$ cat src/rtl/muldiv_unit.sv
// muldiv_unit
//   Iterative 32x32 multiply / divide unit with HI:LO result registers.
//   Each operation runs through IDLE -> RUN -> FINISH. RUN covers 32
//   iteration cycles plus one commit cycle. hi/lo are written at the edge
//   that enters FINISH, so done is high during FINISH.
//
// Ports
//   clk          : single clock, rising edge
//   rst          : asynchronous reset, active low
//   start        : operation request, accepted only in IDLE
//   op[1:0]      : 00 MULT, 01 MULTU, 10 DIV, 11 DIVU
//   src_a        : multiplicand / dividend
//   src_b        : multiplier / divisor
//   hilo_we[1:0] : bit1 MTHI, bit0 MTLO (IDLE only, dropped if start is accepted)
//   hilo_wdata   : data for MTHI / MTLO
//   busy         : high in RUN and FINISH
//   done         : one-cycle pulse while the committed result is visible
//   div_by_zero  : qualified by done, division with src_b == 0
//   hi, lo       : HI / LO registers
//
// Configuration
//   MULDIV_DIV_EN : when defined, the divider datapath is built. When it is
//                   undefined, division requests are ignored and
//                   div_by_zero is tied low.
module muldiv_unit (
  input  logic        clk,
  input  logic        rst,
  input  logic        start,
  input  logic [1:0]  op,
  input  logic [31:0] src_a,
  input  logic [31:0] src_b,
  input  logic [1:0]  hilo_we,
  input  logic [31:0] hilo_wdata,
  output logic        busy,
  output logic        done,
  output logic        div_by_zero,
  output logic [31:0] hi,
  output logic [31:0] lo
);

  typedef enum logic [1:0] {IDLE, RUN, FINISH} state_t;

  state_t      state_q, state_d;
  logic [5:0]  cnt_q, cnt_d;
  logic [31:0] opa_q, opa_d;
  logic [63:0] acc_q, acc_d;
  logic        neg_q, neg_d;
  logic [31:0] hi_q, hi_d, lo_q, lo_d;

  logic        accept;
  logic        signed_op;
  logic [31:0] mag_a, mag_b;
  logic [32:0] mul_sum;
  logic [63:0] mul_next;
  logic [63:0] prod;

`ifdef MULDIV_DIV_EN
  logic        is_div_q, is_div_d;
  logic        neg_rem_q, neg_rem_d;
  logic        dbz_q, dbz_d;
  logic [32:0] div_shift;
  logic [33:0] div_trial;
  logic        div_ok;
  logic [63:0] div_next;
  logic [31:0] quo_fix, rem_fix;
`endif

  // Shared datapath. acc_q holds {partial product, multiplier} for a
  // multiply and {remainder, dividend/quotient} for a divide. opa_q holds
  // the magnitude of the multiplicand or divisor.
  always_comb begin
    signed_op = ~op[0];
    mag_a     = (signed_op && src_a[31]) ? (~src_a + 32'd1) : src_a;
    mag_b     = (signed_op && src_b[31]) ? (~src_b + 32'd1) : src_b;
    mul_sum   = {1'b0, acc_q[63:32]} + (acc_q[0] ? {1'b0, opa_q} : 33'd0);
    mul_next  = {mul_sum, acc_q[31:1]};
    prod      = neg_q ? (~acc_q + 64'd1) : acc_q;
`ifdef MULDIV_DIV_EN
    // Restoring step: shift the next dividend bit into the remainder and
    // keep the subtraction only if it did not go negative.
    div_shift = {acc_q[63:32], acc_q[31]};
    div_trial = {1'b0, div_shift} - {2'b00, opa_q};
    div_ok    = ~div_trial[33];
    div_next  = {(div_ok ? div_trial[31:0] : div_shift[31:0]), acc_q[30:0], div_ok};
    quo_fix   = neg_q ? (~acc_q[31:0] + 32'd1) : acc_q[31:0];
    rem_fix   = neg_rem_q ? (~acc_q[63:32] + 32'd1) : acc_q[63:32];
`endif
  end

`ifdef MULDIV_DIV_EN
  assign accept = start && (state_q == IDLE);
`else
  assign accept = start && (state_q == IDLE) && !op[1];
`endif

  // Next-state and register update logic.
  always_comb begin
    state_d = state_q;
    cnt_d   = cnt_q;
    opa_d   = opa_q;
    acc_d   = acc_q;
    neg_d   = neg_q;
    hi_d    = hi_q;
    lo_d    = lo_q;
`ifdef MULDIV_DIV_EN
    is_div_d  = is_div_q;
    neg_rem_d = neg_rem_q;
    dbz_d     = dbz_q;
`endif
    case (state_q)
      IDLE: begin
        if (accept) begin
          state_d = RUN;
          cnt_d   = 6'd0;
          neg_d   = signed_op && (src_a[31] ^ src_b[31]);
          opa_d   = mag_a;
          acc_d   = {32'd0, mag_b};
`ifdef MULDIV_DIV_EN
          is_div_d  = op[1];
          neg_rem_d = signed_op && src_a[31];
          dbz_d     = op[1] && (src_b == 32'd0);
          if (op[1]) begin
            opa_d = mag_b;
            acc_d = {32'd0, mag_a};
          end
`endif
        end else begin
          if (hilo_we[1]) hi_d = hilo_wdata;
          if (hilo_we[0]) lo_d = hilo_wdata;
        end
      end
      RUN: begin
        // After 32 iterations the extra RUN cycle commits the result.
        if (cnt_q == 6'd32) begin
          state_d = FINISH;
          hi_d    = prod[63:32];
          lo_d    = prod[31:0];
`ifdef MULDIV_DIV_EN
          if (is_div_q) begin
            hi_d = dbz_q ? hi_q : rem_fix;
            lo_d = dbz_q ? lo_q : quo_fix;
          end
`endif
        end else begin
          cnt_d = cnt_q + 6'd1;
          acc_d = mul_next;
`ifdef MULDIV_DIV_EN
          if (is_div_q) acc_d = div_next;
`endif
        end
      end
      FINISH:  state_d = IDLE;
      default: state_d = IDLE;
    endcase
  end

  // State and datapath registers.
  always_ff @(posedge clk or negedge rst) begin
    if (!rst) begin
      state_q <= IDLE;
      cnt_q   <= 6'd0;
      opa_q   <= 32'd0;
      acc_q   <= 64'd0;
      neg_q   <= 1'b0;
      hi_q    <= 32'd0;
      lo_q    <= 32'd0;
`ifdef MULDIV_DIV_EN
      is_div_q  <= 1'b0;
      neg_rem_q <= 1'b0;
      dbz_q     <= 1'b0;
`endif
    end else begin
      state_q <= state_d;
      cnt_q   <= cnt_d;
      opa_q   <= opa_d;
      acc_q   <= acc_d;
      neg_q   <= neg_d;
      hi_q    <= hi_d;
      lo_q    <= lo_d;
`ifdef MULDIV_DIV_EN
      is_div_q  <= is_div_d;
      neg_rem_q <= neg_rem_d;
      dbz_q     <= dbz_d;
`endif
    end
  end

  assign busy = (state_q != IDLE);
  assign done = (state_q == FINISH);
  assign hi   = hi_q;
  assign lo   = lo_q;
`ifdef MULDIV_DIV_EN
  assign div_by_zero = done && dbz_q;
`else
  assign div_by_zero = 1'b0;
`endif

endmodule

$ cat config.mk
export PLATFORM = sky130hd
export DESIGN_NAME = muldiv_unit
export DESIGN_NICKNAME = d
export VERILOG_FILES = /design/src/rtl/muldiv_unit.sv
export SDC_FILE = /design/constraint.sdc
export NUM_CORES = 1
export LEC_CHECK = 0
export BUFFER_PORTS_ARGS = -buffer_cell sky130_fd_sc_hd__buf_2
export CORE_UTILIZATION = 45
export CTS_CLUSTER_SIZE = 30
export DETAILED_ROUTE_END_ITERATION = 6
export GPL_TIMING_DRIVEN = 0
export PLACE_DENSITY_LB_ADDON = 0.25
export RECOVER_POWER = 50
export SYNTH_ARGS = -nofsm -noshare
export SYNTH_HDL_FRONTEND = slang
export SYNTH_SLANG_ARGS = --single-unit
$ cat constraint.sdc
create_clock -name clk -period 2.9 [get_ports clk]
set_input_delay 0.435 -clock clk [delete_from_list [all_inputs] [get_ports clk]]
set_output_delay 0.435 -clock clk [all_outputs]
set_load 0.05 [all_outputs]
==> reports/summary.txt, run 1 <==
HP Class - in -> reg
Post-Syn Nets - 1,535
Leak pwr - 5.75 nW
CTS root buf - clkbuf_16
Power Density - 1240 mW/mm^2
Max-cap violations - 0
HPWL after DPL - 30,900 um
Final min period - 2.86 ns
Via count - 11,500
Final WS setup - 0.0385 ns
Outcome - finished, final reports clean
Worst slew pin tran - 1.33 ns
Critical path class - reg -> reg
Design Area, Final - 0.0138 mm^2
Post-synthesis sequential element count - 169
Clk_skew - 0.0221 ns
Number of remaining DRC errors - 0
Unrepaired setup endpoints after global routing - yes
Antenna-violating nets left - 0
Max clock buf depth - 2
Finished Core Util - 0.551
Initial drt markers - 1,216
Worst Setup SP - acc_q[20]
I/O pin count - 170
TritonCTS buffer count - 17
Crit-path max cell delay - 0.46 ns
Syn_area_per_cell - 8.25 um^2
Setup TNS - 0 ns
FP Rows - 58
Synth top area share - 0.368
Slew Limit Fails - 0
Area of placed instances - 0.0128 mm^2
FF-to-FF path depth - 9
Vias/cell - 5.94
Netlist Area Pre-Place - 0.0115 mm^2
IO Port Bufs - 168
Gate Count Post-Synth - 1,394
Rel. slew slack - 0.115
Ranking of synthesized cells by area - dfrtp_1 37%, xnor2_1 6.6%, nand2_1 6.2%
# nets final - 1,737
Data required time of the worst path - 3.26 ns
Final Wtd Congestion - 0.961
Data arrival time of the critical path - 3.22 ns
Sequential area share after synthesis - 0.368
Number of synthesized flops with an enable pin - 0
Core Area - 0.0251 mm^2
Hold depth - 2
Crit path max fanout - 10
Non-filler cells in the finished layout - 1,938
Total grt overflow - 0
CTS tree - done
Die footprint - 0.0262 mm^2
Endpoint class of the critical path - register
Endpoints failing hold - 0
Yosys warns - 0
Routed wire length - 39,900 um
Max Clk Rate - 0.349 GHz
Library cells used by synthesis - 68
Routed len/inst - 20.6 um
Die height - 162 um
GRT Total Usage - 0.305
Asr flop ratio synth - 1.00
Htree depth - 4
Largest net degree at the start of global routing - 121
Post-synth top flop - dfrtp_1
Post-synth top area cell - dfrtp_1
Worst r2r src - acc_q[20]
TritonCTS Sinks - 169
Initial Util - 0.458
Chip width - 162 um
Worst Min Path Start - op[0]
Tcrit/Tclk final - 0.987
Clk pin slew, worst setup/hold paths - 0.08 ns
Share of cells above drive strength 1 - 0.159
Area growth syn-to-layout - 20.3%
CP Launch Type - register
Place WS - -0.645 ns
CP cell instances - nor4_2 > nand3_1 > nand4b_1 > buf_4 > clkbuf_1 > o31ai_1 > xnor2_1 > nor2_1 > o31ai_1
Worst path most repeated cell - o31ai_1
Final number of setup-violating endpoints - 0
Vias in the first global route - 10,800
Initial DRT Pass Iterations - 7
Peak supply drop - 0.000701 V
Antenna diodes - 0
First-pass GRT wire length - 61,300 um
Inst Count DP - 1,893
Initial antenna violation count - 0
Later-pin clock latency in the skew report - 0.45 ns
Slowest stage cell, crit path - dfrtp_1
-- final cells by class --
type,count,area [um^2]
Fill cell,2394,11300
Inverter,34,128
Multi-Input combinational cell,1115,7230
Tap cell,330,413
Timing Repair Buffer,190,958
Clock buffer,17,425
Buffer,69,299
Clock inverter,14,154
Sequential cell,169,4230
-- path summary, 6_finish.rpt --
check	slack (ns)	to
max	0.04	hi[8]
min	0.25	neg_q
max reg2reg	0.04	hi[8]
min reg2reg	0.47	opa_q[20]
max in group asynchronous	0.83	acc_q[0]
min in group asynchronous	0.82	acc_q[49]
-- critical path: cells and delay by family, from the launching register on --
kind | cells | cell delay (ns)
buf+inv | 2 | 0.43
xor+xnor | 1 | 0.17
compound gates | 2 | 0.60
flops | 1 | 0.46
simple gates | 4 | 1.10
-- cell usage after synthesis, types with 12 or more instances --
| cell | count |
|---|---|
| a21oi_1 | 73 |
| nand3_1 | 24 |
| dfrtp_1 | 169 |
| inv_1 | 32 |
| nor2b_1 | 12 |
| o41ai_1 | 16 |
| xnor2_1 | 87 |
| nor3_1 | 17 |
| or3_1 | 13 |
| nand2_1 | 190 |
| o21ai_0 | 132 |
| clkbuf_1 | 67 |
| o211ai_1 | 15 |
| nor2_1 | 138 |
| xor2_1 | 60 |
| nor4_1 | 21 |
| a21o_1 | 16 |
| o31ai_1 | 63 |
| and2_1 | 36 |
| ha_1 | 37 |
-- through the flow --
stage / power (mW) / hold slack [ns]
floorplan: 11.2 / 0.139
global placement: 14.0 / 0.454
detailed placement: 14.2 / 0.366
CTS: 16.7 / 0.256
global route: 18.2 / 0.257
finish: 17.1 / 0.253
-- cell families (layout without fill, tap and decap cells) --
group,count (synthesis),count (layout),synth area share
and+or+nand+nor,514,514,0.210
muxes,9,9,0.00783
AOI/OAI and AO/OA,406,406,0.225
other,1,1,0.000326
adders and majority gates,38,38,0.0420
DFF,169,169,0.368
xor gates and xnor gates,147,147,0.112
buffers and inverters,110,324,0.0362
-- cells in the final DEF (no fill, tap or decap), types with 21 or more instances in the layout --
master,n
clkbuf_1,107
xor2_1,60
a21oi_1,63
ha_1,27
inv_1,31
nand3_1,23
nor2_1,136
o31ai_1,60
buf_4,21
and2_1,34
o21ai_0,129
buf_2,111
dfrtp_1,165
nand2_1,188
xnor2_1,87
-- registers in the layout, summed over array words and instances (netlist names) --
| register | count |
|---|---|
| acc_q | 64 |
| cnt_q | 6 |
| hi | 32 |
| lo | 32 |
| neg_q | 1 |
| opa_q | 32 |
| state_q | 2 |
-- what timing repair did --
| item | 4_1_cts | 5_1_grt |
|---|---|---|
| buffers inserted | 9 | 11 |
| cloned | 0 | 0 |
| pin swaps | 11 | 13 |
| setup endpoints to repair | 118 | 100 |
| gates resized for setup | 39 | 62 |
| endpoints found under the hold margin | 49 | 0 |
| hold buffers | 1 | 0 |
-- report_power, final --
part           total, mW  internal, mW  switching (mW)
clock               2.29          1.15            1.14
sequential          4.95          3.54            1.41
combinational       9.90          3.24            6.65
total               17.1          7.93            9.21
-- routing by layer --
metal,global-route usage,vias to the layer above,wire (um)
met2,0.468,534,17800
li1,-,5401,-
met3,0.0383,76,3050
met4,0.0939,0,1090
met5,0,-,0
met1,0.445,5508,17900
Note: power is estimated with default switching activity, not from simulation.
==> run 2, diff against run 1 <==
CORE_MARGIN = 1.5   (was not set)
==> run 2 against run 1 <==
Compared with the run above:
- the flow now finishes with violations (max-capacitance violations, max-slew violations)
- setup slack gained 0.011 ns
- power increased by 0.83%
- wire length up 0.19%
- register-to-register slack about the same
- sequential power about the same
- die area grew 1.2%
- critical path type unchanged
- largest cell class unchanged
- highest routed layer is now met5
==> reports/summary.txt, run 2 (synthesized netlist as in run 1, its figures left out) <==
Max-cap violations - 1
Worst Setup SP - acc_q[53]
Routed wire length - 39,900 um
Inst Count DP - 1,893
Worst r2r src - acc_q[53]
Reg-to-reg slack, setup - 0.05 ns
Highest-count cells in the layout ignoring fill and taps - 189 x nand2_1, 167 x dfrtp_1, 136 x nor2_1, 126 x o21ai_0, 111 x clkbuf_1
Max clock buf depth - 2
Met2 wire length - 17,800 um
Final Wtd Congestion - 0.956
Worst slew pin tran - 1.72 ns
Outcome - finished, violations left
Data required time of the worst path - 3.20 ns
Peak supply drop - 0.000723 V
CTS root buf - clkbuf_16
Worst path most repeated cell - or4_1
Critical path class - reg -> reg
Met3 WL - 3350 um
Number of remaining DRC errors - 0
GRT Total Usage - 0.300
Largest net degree at the start of global routing - 105
Endpoint class of the critical path - register
Power Density - 1240 mW/mm^2
Vias/cell - 5.92
CTS tree - done
Antenna-violating nets left - 0
Via count - 11,500
Max Clk Rate - 0.351 GHz
Worst R2R End - hi[31]
Setup crit end - hi[31]
FF-to-FF path depth - 7
Data arrival time of the critical path - 3.15 ns
Die footprint - 0.0265 mm^2
Total grt overflow - 0
Htree depth - 4
Commonest non-fill, non-tap cell in the layout - nand2_1
Rel. slew slack - -0.145
Place WS - -0.637 ns
Clk pin slew, worst setup/hold paths - 0.08 ns
# nets final - 1,741
Initial antenna violation count - 1
Slowest stage cell, crit path - or4_4
Endpoints failing hold - 0
Share of cells above drive strength 1 - 0.165
Leak pwr - 5.75 nW
TritonCTS buffer count - 17
Slew Limit Fails - 66
Unrepaired setup endpoints after global routing - yes
Final number of setup-violating endpoints - 0
Final WS setup - 0.0493 ns
Core Area - 0.0251 mm^2
Vias in the first global route - 10,700
Met1 Wirelength - 17,500 um
I/O pin count - 170
TritonCTS Sinks - 169
Routed len/inst - 20.5 um
Crit path max fanout - 6
Fillers - 2,376
CP Launch Type - register
Number of flip-flops in the largest register - 64
Failing checks - max-capacitance violations, max-slew violations
HP Class - in -> reg
Initial Util - 0.458
Tcrit/Tclk final - 0.983
IO Port Bufs - 168
Crit-path max cell delay - 0.56 ns
FP Rows - 58
Later-pin clock latency in the skew report - 0.45 ns
CP cell instances - or4_4 > or4_1 > or2_4 > or4_1 > o21ai_2 > xor2_1 > o221ai_1
Die height - 163 um
Area growth syn-to-layout - 21.3%
Clk_skew - 0.0199 ns
First-pass GRT wire length - 60,800 um
Hold WS - 0.264 ns
HPWL after DPL - 30,700 um
Final min period - 2.85 ns
Chip width - 163 um
Initial DRT Pass Iterations - 7
Non-filler cells in the finished layout - 1,944
Initial drt markers - 957
Top Metal Used - met5
Most flops, register - acc_q
-- run 2: cell types whose count changed in the layout (fill, tap and decap cells not counted), sizes merged --
cell	previous run	this run
inv	41	38
clkbuf	136	138
clkinv	6	8
clkinvlp	1	2
buf	139	142
diode	0	1
-- run 2: worst min path at each step --
stage | endpoint | startpoint | slack (ns) | cells after the start
2_1_floorplan | acc_q[0] | rst | 0.14 | 0
3_3_place_gp | opa_q[24] | opa_q[24] | 0.46 | 2
3_5_place_dp | acc_q[6] | rst | 0.41 | 1
4_1_cts | neg_q | op[0] | 0.27 | 2
5_1_grt | neg_q | op[0] | 0.29 | 2
6_report | neg_q | op[0] | 0.26 | 2
-- run 2: timing repair --
item                                    in CTS  in global routing
pin swaps                                   13                 24
endpoints found under the hold margin       65                  0
endpoints found under the setup margin     117                103
gates resized for setup                     50                 65
setup buffers                               12                 12
hold buffers                                 1                  0
-- run 2: final cells by class --
class                      count  area [um^2]  area share
multi-input combinational   1115         7300       0.523
sequential                   169         4230       0.303
timing repair buffer         194          982      0.0704
clock buffer                  18          439      0.0315
tap                          330          413      0.0296
buffer                        69          293      0.0210
clock inverter                14          160      0.0115
inverter                      34          128     0.00915
antenna                        1         2.50    0.000179
-- run 2: per-stage QoR --
step           instance area [um^2]  TNS [ns]  utilization  power (mW)
6_report                      14000         0        0.556        17.3
5_1_grt                       13900    -0.160        0.556        18.3
4_1_cts                       13700   -0.0245        0.545        16.8
3_5_place_dp                  12800    -33.76        0.510        14.1
3_3_place_gp                  12800   -237.98        0.508        14.0
2_1_floorplan                 11500         0            -        11.2
-- run 2: metal layers --
layer,vias to the layer above,track usage
li1,5395,-
met1,5553,0.418
met2,474,0.455
met3,82,0.0670
met4,2,0.107
met5,-,0
-- run 2: critical path, delay by kind of cell (launching register included) --
family	cells	cell delay [ns]
and+or+nand+nor	4	1.70
DFF	1	0.52
xor gates and xnor gates	1	0.22
AOI/OAI and AO/OA	2	0.27
-- run 2: where the power goes --
group	switching, mW	internal (mW)	leakage (nW)	total (mW)
registers	1.45	3.53	2.06	4.98
logic	6.66	3.31	3.40	9.96
clock network	1.16	1.18	0.286	2.34
==> run 3, diff against run 2 <==
clock period = 3.04 ns   (was 2.9 ns; I/O delays follow)
==> run 3 against run 2 <==
Compared with the run above:
- hold slack gained 0.015 ns
- highest routed layer is now met4
- count of clock-buffer cells in the layout is the same
- sequential share of layout area increased by 0.97 points
- critical path type unchanged
- the run still ends with max-capacitance violations, max-slew violations left
- sequential cell count is the same
- first-iteration DRC count grew 11%
- cell area is 3.1% lower
==> reports/summary.txt, run 3 (synthesized netlist as in run 1, its figures left out) <==
Outcome - finished, violations left
Failing checks - max-capacitance violations, max-slew violations
Max-cap violations - 1
Commonest non-fill, non-tap cell in the layout - nand2_1
Max Clk Rate - 0.336 GHz
Unrepaired setup endpoints after global routing - yes
Total grt overflow - 0
Initial DRT Pass Iterations - 6
Rel. slew slack - -0.149
Peak supply drop - 0.000689 V
HPWL after DPL - 30,700 um
Die footprint - 0.0265 mm^2
Final number of setup-violating endpoints - 0
Data required time of the worst path - 3.35 ns
CTS root buf - clkbuf_16
Leak pwr - 5.62 nW
Register area - 0.00423 mm^2
Initial Util - 0.458
GRT Total Usage - 0.297
TritonCTS Sinks - 169
HP Class - in -> reg
Vias/cell - 5.88
Core Area - 0.0251 mm^2
Slew Limit Fails - 66
Critical path class - reg -> reg
# nets final - 1,729
First-pass GRT wire length - 60,200 um
Die height - 163 um
Initial antenna violation count - 1
CTS tree - done
Final Wtd Congestion - 0.956
Routed wire length - 39,200 um
Later-pin clock latency in the skew report - 0.45 ns
Final min period - 2.98 ns
Data arrival time of the critical path - 3.28 ns
Via count - 11,400
Worst slew pin tran - 1.72 ns
Highest-count cells in the layout ignoring fill and taps - 190 x nand2_1, 168 x dfrtp_1, 137 x nor2_1, 129 x o21ai_0, 117 x clkbuf_1
IO Port Bufs - 168
Finished Core Util - 0.538
Routed len/inst - 20.3 um
Setup TNS - 0 ns
Max clock buf depth - 2
Tcrit/Tclk final - 0.979
Power Density - 1180 mW/mm^2
Area growth syn-to-layout - 17.5%
TritonCTS buffer count - 17
Fillers - 2,438
Place WS - -0.497 ns
Largest net degree at the start of global routing - 105
Number of flip-flops in the largest register - 64
Endpoints failing hold - 0
CP Launch Type - register
Multi-input gate area - 0.00699 mm^2
Chip width - 163 um
Htree depth - 4
Clk pin slew, worst setup/hold paths - 0.08 ns
Crit path max fanout - 6
Number of remaining DRC errors - 0
Most flops, register - acc_q
Clk_skew - 0.0197 ns
Vias in the first global route - 10,600
Endpoint class of the critical path - register
FP Rows - 58
I/O pin count - 170
Final WS setup - 0.0644 ns
Initial drt markers - 1,058
Antenna-violating nets left - 0
Share of cells above drive strength 1 - 0.124
## run 3: timing repair
item / 4_1_cts / 5_1_grt
endpoints found under the setup margin: 101 / 57
endpoints found under the hold margin: 51 / 0
gates resized for setup: 13 / 26
hold buffers: 1 / 0
pin swaps: 0 / 8
setup buffers: 4 / 6
## run 3: final timing paths
path | startpoint | to | slack [ns] | depth (start not counted)
worst min register to register | opa_q[25] | opa_q[25] | 0.47 | 2
worst min-delay path | op[0] | neg_q | 0.28 | 2
worst max-delay path | acc_q[38] | hi[23] | 0.06 | 8
min in group asynchronous | rst | acc_q[6] | 0.98 | 2
max in group asynchronous | rst | hi[22] | 0.79 | 3
worst max register to register | acc_q[38] | hi[23] | 0.06 | 8
## run 3: through the flow
| step | hold WS, ns | std cells | power [mW] | instance area [um^2] |
|---|---|---|---|---|
| finish | 0.279 | 1932 | 15.9 | 13500 |
| global route | 0.312 | 1931 | 16.9 | 13500 |
| CTS | 0.291 | 1928 | 15.8 | 13500 |
| detailed placement | 0.432 | 1893 | 13.5 | 12800 |
| global placement | 0.455 | 1892 | 13.3 | 12800 |
| floorplan | 0.160 | 1394 | 10.6 | 11500 |
## run 3: cell type report
type                       instances  share of cell area
sequential                       169               0.313
tap                              330              0.0305
multi-input combinational       1115               0.517
buffer                            71              0.0204
timing repair buffer             180              0.0651
antenna                            1            0.000185
inverter                          34             0.00944
clock inverter                    14              0.0118
clock buffer                      18              0.0325
## run 3: power by group
| part | internal, mW | total [mW] | switching [mW] | leakage (nW) |
|---|---|---|---|---|
| clock network | 1.12 | 2.22 | 1.10 | 0.286 |
| registers | 3.37 | 4.69 | 1.32 | 2.06 |
| logic | 2.85 | 9.00 | 6.14 | 3.28 |
## run 3: per-layer routing
metal | wire (um) | share of wire | global-route usage
met5 | 0 | 0 | 0
met4 | 1100 | 0.028 | 0.107
met3 | 3400 | 0.087 | 0.0611
met2 | 17400 | 0.44 | 0.449
met1 | 17300 | 0.44 | 0.419
## run 3: critical path, cell delays in order, from the launching register on
cell and delay, ns:
dfrtp_1 0.49, or4_1 0.60, nor4_1 0.47, nand4_1 0.15
buf_4 0.20, or2_1 0.28, o41ai_2 0.24, xor2_1 0.28
o22ai_1 0.12
